===== config.mk =====
export PLATFORM = sky130hd
export DESIGN_NAME = pwm_peripheral
export DESIGN_NICKNAME = d
export VERILOG_FILES = /design/src/rtl/pwm_peripheral.sv
export SDC_FILE = /design/constraint.sdc
export NUM_CORES = 1
export LEC_CHECK = 0
export ABC_CLOCK_PERIOD_IN_PS = 2300
export BUFFER_PORTS_ARGS = -buffer_cell sky130_fd_sc_hd__clkbuf_2
export CAP_MARGIN = 10
export CORE_MARGIN = 2
export CORE_UTILIZATION = 50
export DETAILED_ROUTE_END_ITERATION = 10
export PLACE_DENSITY = 0.89
export SYNTH_ARGS = -nofsm -noshare
export SYNTH_HDL_FRONTEND = slang
export SYNTH_SLANG_ARGS = --single-unit

===== constraint.sdc =====
create_clock -name clk -period 2.3 [get_ports clk]
set_clock_uncertainty 0.2 [all_clocks]
set_input_delay 0.23 -clock clk [delete_from_list [all_inputs] [get_ports clk]]
set_output_delay 0.23 -clock clk [all_outputs]
set_load 0.02 [all_outputs]

===== src/rtl/pwm_peripheral.sv =====
// Sixteen user outputs: forced low, static high, or one shared 8-bit PWM waveform.
// Duty is shadowed at period boundaries so mid-period writes never produce runt pulses.
module pwm_peripheral #(
   parameter int unsigned CLK_DIV = 13
) (
   input  logic        clk,
   input  logic        rst_n,
   input  logic [7:0]  en_reg_out_7_0,
   input  logic [7:0]  en_reg_out_15_8,
   input  logic [7:0]  en_reg_pwm_7_0,
   input  logic [7:0]  en_reg_pwm_15_8,
   input  logic [7:0]  pwm_duty_cycle,
   output logic [15:0] out,
   output logic        period_start
);

   localparam logic [7:0] PRESC_MAX = 8'(CLK_DIV - 1);

   logic [7:0]  presc_q, presc_d;
   logic [7:0]  pwm_cnt_q, pwm_cnt_d;
   logic [7:0]  duty_sh_q, duty_sh_d;
   logic [15:0] out_q, out_d;
   logic        period_start_q, period_start_d;

   logic        tick;
   logic        boundary;
   logic        pwm_sig;
   logic [15:0] en_out;
   logic [15:0] en_pwm;

   assign en_out = {en_reg_out_15_8, en_reg_out_7_0};
   assign en_pwm = {en_reg_pwm_15_8, en_reg_pwm_7_0};

   // With CLK_DIV = 1 PRESC_MAX is 0, so the prescaler stays 0 and ticks every cycle.
   always_comb begin
      tick           = (presc_q == PRESC_MAX);
      boundary       = (presc_q == 8'd0) && (pwm_cnt_q == 8'd0);
      presc_d        = tick ? 8'd0 : presc_q + 8'd1;
      pwm_cnt_d      = tick ? pwm_cnt_q + 8'd1 : pwm_cnt_q;
      duty_sh_d      = boundary ? pwm_duty_cycle : duty_sh_q;
      period_start_d = boundary;
      pwm_sig        = (duty_sh_q == 8'hFF) ? 1'b1 : (pwm_cnt_q < duty_sh_q);
   end

   // Enable has priority over mode: a PWM-selected bit without its enable stays low.
   for (genvar gi = 0; gi < 16; gi++) begin : g_out
      assign out_d[gi] = en_out[gi] & (~en_pwm[gi] | pwm_sig);
   end

   always_ff @(posedge clk or negedge rst_n) begin
      if (!rst_n) begin
         presc_q        <= 8'd0;
         pwm_cnt_q      <= 8'd0;
         duty_sh_q      <= 8'd0;
         out_q          <= 16'h0000;
         period_start_q <= 1'b0;
      end else begin
         presc_q        <= presc_d;
         pwm_cnt_q      <= pwm_cnt_d;
         duty_sh_q      <= duty_sh_d;
         out_q          <= out_d;
         period_start_q <= period_start_d;
      end
   end

   assign out          = out_q;
   assign period_start = period_start_q;

endmodule


After elaboration in Yosys (flattened, before gate mapping)
Index checks and enable logic that the tools add are counted.
{"block": "totals", "regBits": 41, "rom_bits": 0, "latchBits": 0, "n_memories": 0, "output_inout_bits": 17, "ram_bits": 0}
{"block": "op_classes", "n_mux": 2, "bitwise_logic": 48, "magnitude_cmp": 1, "add_sub_neg": 2, "div": 0, "eq_ne": 2, "reduce_logical": 3, "mul": 0, "shift": 0}
{"op": "8-bit by 1-bit adder with 8-bit output (second input constant)", "count": 2}
{"op": "1-bit bitwise AND", "count": 16}
{"op": "8-bit zero test", "count": 2}
{"op": "1-bit inverter", "count": 16}
{"op": "1-bit OR", "count": 16}
{"op": "8-bit by 4-bit equality test with 1-bit output (second input constant)", "count": 1}
{"op": "8-bit equality test (second input constant)", "count": 1}
{"op": "8-bit less-than comparator", "count": 1}
{"op": "8-bit two-way mux", "count": 1}
{"op": "1-bit logical AND", "count": 1}
{"op": "1-bit two-way mux", "count": 1}

Depth between registers and ports, before layout
Gate-level depths: netlist of run 1.
{"block": "logic_depth", "word_depth": 4, "ltp_mapped": 7, "depth_no_buf": 6}

Worst setup path before layout of run 1
No wires, ideal clock.
{"block": "synth_path", "path_kind": "flip-flop to flip-flop", "start": "register pwm_cnt_q[6]", "end": "register out_q[0] (netlist: out[0])", "synth_period_minus_slack_ns": 2.009, "path_slack_ns": 0.291, "t_arrival_ns": 1.674, "n_path_buf": 1, "stages_incl_launch_ff": 7, "cell_sequence": "dfrtp_1 > ha_1 > and4_1 > o21ai_0 > o32ai_2 > clkbuf_1 > a21boi_0"}
{"block": "synth_via", "elab_chain_len": 4}
{"item": "start: declaration", "line_no": "20", "source": "logic [7:0] pwm_cnt_q, pwm_cnt_d;"}
{"item": "start signal: assignment", "line_no": "59", "source": "pwm_cnt_q <= pwm_cnt_d;"}
{"item": "8-bit less-than comparator", "line_no": "42", "source": "pwm_sig = (duty_sh_q == 8'hFF) ? 1'b1 : (pwm_cnt_q < duty_sh_q);"}
{"item": "1-bit two-way mux", "line_no": "42"}
{"item": "1-bit OR", "line_no": "47", "source": "assign out_d[gi] = en_out[gi] & (~en_pwm[gi] | pwm_sig);"}
{"item": "1-bit bitwise AND", "line_no": "47"}
{"item": "net out_d[0]", "line_no": "22", "source": "logic [15:0] out_q, out_d;"}
{"item": "end signal: assignment", "line_no": "61", "source": "out_q <= out_d;"}
{"item": "end: declaration", "line_no": "22"}
The timed path passes the listed nets, and every way through them passes these cells.
A chain may end at the register's enable or synchronous reset.

Worst setup path after layout of run 1
{"block": "layout_path", "start": "register pwm_cnt_q[1]", "end": "register out_q[8] (netlist: out[8])"}
Same word-level chain as after synthesis.

==> impl_metrics.toml, run 1 <==
[drt]
ant_nets = 0
wl_met2_um = 2765
num_vias = 1663
routed_wirelength_um = 6063
drt_iter0_markers = 79
drc = 0
wl_per_cell_um = 20.28
wl_met1_um = 2349
via_per_inst = 5.562
met3_length_um = 641
dr.max_layer_used = "met4"
first_pass_iters = 4

[worst_setup_path]
startpoint = "pwm_cnt_q[1]"
arrival_ps = 2300
worstPathRequired_ps = 2350
crit_buf_inv = 1
crit_chain = "ha_1 -> a2111oi_4 -> o32ai_2 -> buf_4 -> a21boi_0"
path_delay_family = "compound AO/OA/AOI/OAI gates"
cp.depth = 5
worstReg2RegStart = "pwm_cnt_q[1]"
cpPeakStageDelay_ps = 510
worstSetupStartpointType = "flip-flop"
endpoint_kind = "flip-flop"
slowest_stage = "dfrtp_1"
reg2reg_depth = 5
path_max_fanout = 16
worstReg2RegEnd = "out[8]"
rrSetupSlack_ps = 50
setup.worst_path.class = "flip-flop to flip-flop"

[yosys]
ys_async_sr_fraction = 1.000
syn-cell-area_sq_um = 1828
synth_cell_types = 33
ys_ff_latch = 41
yosysWarnings = 0
ys_seq_area_frac = 0.5613
synthFlopType = "dfrtp_1"
netlist_instances = 146
syn_area_per_cell_sq_um = 12.52
syn-num-nets = 199
synth_edf_count = 0

[global_route]
grt_max_degree = 29
grt_pass1_vias = 1774
grt_pass1_wl_um = 9390
grt_use_total = 0.3163
antenna_found_initial = 0
overflow = 0

[worst_hold_path]
min_path_type = "input port to async pin"

[layout]
fin_cells = 299
drive_above_1_share = 0.3241
most-common-layout-cells = "58 x clkbuf_2, 41 x dfrtp_1, 41 x dlygate4sd3_1"
final_common_cell = "clkbuf_2"
area_growth_pct = 47.36
final_area_sq_um = 2694
antenna_cells = 0
final_util = 0.7886
fin_nets = 305

[die]
fp.dieH_um = 64.47
core_region_area_sq_um = 3416
rows = 21
die_x_um = 64.47
dieArea_sq_um = 4156
ios = 59
initial_core_util = 0.5352

[power_and_ir_drop]
total_power_mw = 1.467
power.density_nw_per_um2 = 544.5
leakagePower_nw = 1.347
ir_worst_vdd_v = 0.0004072

[timing]
tightestPinTransition_ps = 397.6
hold_viol = 0
tns_ps = 0
holdWs_ps = 93.13
max_freq_ghz = 0.4449
setup_slack_ps = 52.42
rsz0062_at_grt = "false"
finalSetupViolCount = 0
final_max_slew_viol_count = 0
maxSlewHeadroom = 0.7321
period_share = 0.9772
post-route-min-period_ps = 2248

[clock_network]
post_cts_buffers = 0
cts_tree = "yes"
cts_root_buf = "clkbuf_4"
path_clk_slew_ps = 140
cts.path.max_buffers = 2
cts_num_sinks = 41
h-tree-depth = 2
cts_buffers = 5
clk_latency_ps = 370

[place]
dp_hpwl_um = 2624
dp_cells = 250
place_ws_ps = 270.5
placement.io_buffers = 58
placed_area_sq_um = 2182
place_congestion = 0.7951

[run]
maxCapViolations = 0

[outcome]
status = "finished, final reports clean"
-- cells in the mapped netlist (2+ instances only) --
cell / n / area (sq um)
and2_1: 2 / 12.51
nor2_1: 5 / 18.77
dfrtp_1: 41 / 1026
nand2_1: 6 / 22.52
o21ai_0: 2 / 10.01
xor2_1: 2 / 17.52
ha_1: 11 / 137.6
and3_1: 3 / 18.77
xnor2_1: 9 / 78.83
nand3_1: 2 / 10.01
mux2_2: 8 / 90.09
a21o_1: 2 / 15.01
inv_1: 11 / 41.29
nand4_1: 7 / 43.79
a21boi_0: 17 / 127.6
-- per-layer routing --
metal,vias up,global-route usage
li1,722,-
met1,785,0.3986
met2,126,0.4909
met3,30,0.1111
met4,0,0.1489
met5,-,0
-- cell type report --
cell class,count,area (sq um)
Fill cell,171,721.9
Multi-Input combinational cell,92,764.5
Timing Repair Buffer,101,715.7
Clock inverter,2,37.54
Tap cell,46,57.56
Inverter,11,41.29
Sequential cell,41,1026
Clock buffer,6,51.30
-- power breakdown --
group | leakage (nW) | internal [mW] | total, mW | switching [mW]
Combinational | 0.805 | 0.0997 | 0.183 | 0.0837
Clock | 0.0445 | 0.258 | 0.527 | 0.269
Sequential | 0.497 | 0.742 | 0.756 | 0.0136
-- cell families (layout without fill, tap and decap cells) --
kind of cell,Yosys count,after routing,share of synthesized area
AO/OA/AOI/OAI,26,26,0.1129
XOR/XNOR,11,11,0.05271
adder cells (fa/ha/maj),11,11,0.07529
buffers and inverters,13,120,0.02737
flip-flops,41,41,0.5613
multiplexers,9,9,0.05476
AND/OR/NAND/NOR,35,35,0.1157
-- flip-flops by register name (all words and copies together), names as in the netlist --
name / flops
duty_sh_q: 8
presc_q: 8
pwm_cnt_q: 8
out: 16
period_start: 1
-- how the worst max path moves through the flow --
stage | endpoint | slack, ps
4_1_cts | duty_sh_q[2] | 230
3_3_place_gp | duty_sh_q[5] | 310
2_1_floorplan | out[0] | 290
3_5_place_dp | duty_sh_q[2] | 270
6_report | out[8] | 50
5_1_grt | out[8] | 5
-- repair_timing --
item                                    CTS  global route
endpoints found under the hold margin    65             0
gates resized for setup                   0             2
endpoints found under the setup margin    0             3
hold buffers                             41             0
(Power assumes the default switching activity.)
==> inputs of run 2 (changes only) <==
- RECOVER_POWER: default -> 100
==> run 2 against run 1 <==
Effect of this change: final cell count unchanged; fmax shrank 0.50%; hold slack improved by 130 ps; core utilization is 1.2 points lower; routed wire length is 0.21% higher; flip-flop and latch count is the same; critical endpoint unchanged.
==> impl_metrics.toml, run 2 (same netlist as run 1, synthesis figures left out) <==
[outcome]
status = "finished, final reports clean"

[power_and_ir_drop]
p_clk_frac = 0.363
internal-power_mw = 1.096
comb_power_share = 0.121
p_seq_frac = 0.516
power.density_nw_per_um2 = 552.3
leakagePower_nw = 1.289
total_power_mw = 1.466
power.switching_mw = 0.3699
sw_frac_of_total = 0.2524
ir_worst_vdd_v = 0.0004151

[global_route]
grt_use_total = 0.3163
overflow = 0
antenna_found_initial = 0
grt_max_degree = 29
grt_pass1_wl_um = 9390
grt_pass1_vias = 1774

[worst_setup_path]
cpPeakStageDelay_ps = 510
arrival_ps = 2310
startpoint = "pwm_cnt_q[1]"
crit_chain = "ha_1 -> a2111oi_4 -> o32ai_1 -> buf_4 -> a21boi_0"
rrSetupSlack_ps = 40
path_max_fanout = 16
worstSetupStartpointType = "flip-flop"
slowest_stage = "dfrtp_1"
crit_buf_inv = 1
endpoint_kind = "flip-flop"
setup.worst_path.class = "flip-flop to flip-flop"
path_delay_family = "compound AO/OA/AOI/OAI gates"
worstPathRequired_ps = 2350
worstReg2RegStart = "pwm_cnt_q[1]"

[layout]
fin_nets = 305
antenna_cells = 0
multi_input_area_sq_um = 749.5
drive_above_1_share = 0.2372
seqCellArea_sq_um = 1026
area_growth_pct = 45.17
most-common-layout-cells = "41 x dfrtp_1, 41 x dlygate4sd3_1, 41 x clkbuf_2"
largest_reg_flops = 16
fillers = 186

[die]
fp.dieH_um = 64.47
initial_core_util = 0.5352
core_region_area_sq_um = 3416
ios = 59
die_x_um = 64.47
dieArea_sq_um = 4156
rows = 21

[timing]
finalSetupViolCount = 0
maxSlewHeadroom = 0.4971
post-route-min-period_ps = 2259
tns_ps = 0
holdWs_ps = 223.5
max_freq_ghz = 0.4427
setup_slack_ps = 41.01
rsz0062_at_grt = "false"
period_share = 0.9822
hold_viol = 0
tightestPinTransition_ps = 754.3
final_max_slew_viol_count = 0

[place]
place_ws_ps = 270.5
dp_hpwl_um = 2624
place_congestion = 0.7951
placement.io_buffers = 58

[drt]
first_pass_iters = 4
wl_per_cell_um = 20.32
drt_iter0_markers = 92
routed_wirelength_um = 6076
via_per_inst = 5.645
ant_nets = 0
drc = 0
num_vias = 1688

[worst_hold_path]
min_path_type = "input port to async pin"

[clock_network]
path_clk_slew_ps = 150
h-tree-depth = 2
cts_tree = "yes"
cts_num_sinks = 41
cts.path.max_buffers = 2
cts_buffers = 5
post_cts_buffers = 0
clk_latency_ps = 370
cts_root_buf = "clkbuf_4"

[run]
maxCapViolations = 0
-- run 2: layout make-up --
type,count,share of cell area
clock buffer,6,0.01933
sequential,41,0.3866
inverter,11,0.01556
multi-input combinational,92,0.2824
clock inverter,2,0.01414
timing repair buffer,101,0.2603
tap,46,0.02169
-- run 2: final timing paths --
path                               to  depth (start not counted)
max reg2reg                    out[8]                          5
min in group clk           presc_q[7]                          1
min reg2reg                presc_q[7]                          1
min                            out[7]                          2
max in group asynchronous  presc_q[6]                          3
max                            out[8]                          5
-- run 2: repair_timing --
item                       CTS  global route
setup endpoints to repair    0             3
hold buffers                41             0
resized for setup            0             2
hold endpoints to repair    65             0
-- run 2: through the flow --
stage,instances,cell area [sq um],utilization
after floorplan,146,1828,-
after global placement,250,2182,0.6388
after detailed placement,250,2182,0.6388
after CTS,299,2681,0.7850
after global routing,299,2654,0.7769
final,299,2654,0.7769
-- run 2: metal layers --
| layer | up-vias | GRT usage | share of wire |
|---|---|---|---|
| met2 | 125 | 0.4909 | 0.46 |
| met3 | 29 | 0.1111 | 0.11 |
| met4 | 0 | 0.1489 | 0.047 |
| met1 | 812 | 0.3986 | 0.39 |
| met5 | - | 0 | 0 |
| li1 | 722 | - | - |
-- run 2: power by group through the flow --
stage	sequential, mW	combinational [mW]	clock [mW]
after global placement	0.765	0.110	0
after floorplan	0.784	0.0263	0
after CTS	0.752	0.167	0.496
after detailed placement	0.766	0.113	0
final	0.756	0.178	0.532
after global routing	0.758	0.191	0.551
==> inputs of run 3 (changes only) <==
- CELL_PAD_IN_SITES_DETAIL_PLACEMENT: default -> 0
- CELL_PAD_IN_SITES_GLOBAL_PLACEMENT: default -> 1
- CORE_UTILIZATION: 50 -> 39
==> run 3 against run 2 <==
Effect of this change: first-iteration DRC count fell by 30%; largest power group unchanged; via count shrank 12%; largest cell class unchanged; highest routed layer unchanged; core utilization decreased by 17 points; count of clock-buffer cells in the layout increased by 1; combinational power decreased by 7%.
==> impl_metrics.toml, run 3 (same netlist as run 1, synthesis figures left out) <==
[worst_setup_path]
cpPeakStageDelay_ps = 440
reg2reg_depth = 4
worstReg2RegEnd = "duty_sh_q[4]"
cp.depth = 4
endpoint_kind = "flip-flop"
rrSetupSlack_ps = 220
path_delay_family = "simple AND/OR/NAND/NOR gates"
critPathCapture = "duty_sh_q[4]"
worstPathRequired_ps = 2280
crit_chain = "nor4_2 -> nand2_1 -> nor3_4 -> mux2_2"
setup.worst_path.class = "flip-flop to flip-flop"
worstReg2RegStart = "presc_q[5]"
arrival_ps = 2060
startpoint = "presc_q[5]"
worstSetupStartpointType = "flip-flop"
path_max_fanout = 8
crit_buf_inv = 0
slowest_stage = "nor3_4"

[clock_network]
post_cts_buffers = 0
path_clk_slew_ps = 80
cts_tree = "yes"
h-tree-depth = 2
ctsResizeCount = 0
cts.path.max_buffers = 2
cts_buffers = 5
cts_root_buf = "clkbuf_8"
cts_num_sinks = 41
clk_latency_ps = 290

[timing]
period_share = 0.9034
finalSetupViolCount = 0
hold_viol = 0
tns_ps = 0
final_max_slew_viol_count = 0
tightestPinTransition_ps = 975.0
rsz0062_at_grt = "false"
setup_slack_ps = 222.2
maxSlewHeadroom = 0.3500
max_freq_ghz = 0.4813
post-route-min-period_ps = 2078

[place]
place_congestion = 0.7694
place_ws_ps = 271.8
placement.io_buffers = 58
dp_hpwl_um = 2426

[die]
die_x_um = 72.47
dieArea_sq_um = 5251
rows = 24
fp.dieH_um = 72.47
core_region_area_sq_um = 4444
ios = 59
initial_core_util = 0.4113

[drt]
routed_wirelength_um = 4213
drt_iter0_markers = 64
wl_per_cell_um = 13.81
drc = 0
ant_nets = 0
first_pass_iters = 4
via_per_inst = 4.875
num_vias = 1487

[layout]
multi_input_area_sq_um = 750.7
area_growth_pct = 47.23
antenna_cells = 0
largest_reg_flops = 16
final_common_cell = "clkbuf_2"
fillers = 347
fin_nets = 305
drive_above_1_share = 0.2490
most-common-layout-cells = "42 x clkbuf_2, 41 x dfrtp_1, 41 x dlygate4sd3_1"
seqCellArea_sq_um = 1026

[worst_hold_path]
min_path_type = "flip-flop to flip-flop"

[outcome]
status = "finished, final reports clean"

[power_and_ir_drop]
leakagePower_nw = 1.307
ir_worst_vdd_v = 0.0004651
power.density_nw_per_um2 = 562.8

[global_route]
grt_pass1_wl_um = 7231
grt_use_total = 0.1833
grt_max_degree = 42
overflow = 0
antenna_found_initial = 0
grt_pass1_vias = 1558

[run]
maxCapViolations = 0
-- run 3: cell types whose count changed in the layout (fill, tap and decap cells not counted), sizes merged --
cell      previous run  this run
clkbuf              65        66
clkinvlp             1         0
-- run 3: per-layer routing --
layer  vias up  global-route usage  wire length (um)
li1        723                   -                 -
met1       707              0.2322              1790
met2        50              0.2956              2117
met3         7             0.05278               214
met4         0             0.07613                91
met5         -                   0                 0
-- run 3: stage by stage --
| stage | utilization | total power, mW | hold slack [ps] | instances | area [sq um] |
|---|---|---|---|---|---|
| 5_1_grt | 0.6056 | 1.581 | 310.1 | 305 | 2691 |
| 3_3_place_gp | 0.4927 | 0.8768 | 118.6 | 256 | 2190 |
| 6_report | 0.6056 | 1.515 | 291.8 | 305 | 2691 |
| 3_5_place_dp | 0.4927 | 0.8790 | 119.9 | 256 | 2190 |
| 2_1_floorplan | - | 0.8101 | -265.6 | 146 | 1828 |
| 4_1_cts | 0.6112 | 1.522 | 295.8 | 305 | 2716 |
-- run 3: worst min-delay path by stage --
stage                          start            to  slack [ps]  cells past startpoint
after global placement         rst_n        out[1]         120                      2
final                     presc_q[7]    presc_q[7]         290                      1
after detailed placement       rst_n        out[1]         120                      2
after floorplan                rst_n  duty_sh_q[0]        -270                      0
after CTS                 presc_q[7]    presc_q[7]         300                      1
after global routing      presc_q[7]    presc_q[7]         310                      1
-- run 3: report_power, final --
group	switching, mW	total (mW)	internal (mW)	leakage (nW)
sequential	0.00966	0.752	0.742	0.497
combinational	0.0730	0.166	0.0933	0.751
clock	0.243	0.597	0.354	0.0585
-- run 3: what timing repair did --
action                                  4_1_cts  5_1_grt
hold buffers                                 41        0
hold endpoints to repair                     65        0
endpoints found under the setup margin        0        0
-- run 3: cell type report --
cell class | instances | area share
sequential | 41 | 0.3812
multi-input combinational | 92 | 0.2789
timing repair buffer | 101 | 0.2571
clock buffer | 7 | 0.03208
tap | 52 | 0.02417
inverter | 11 | 0.01534
clock inverter | 1 | 0.01116
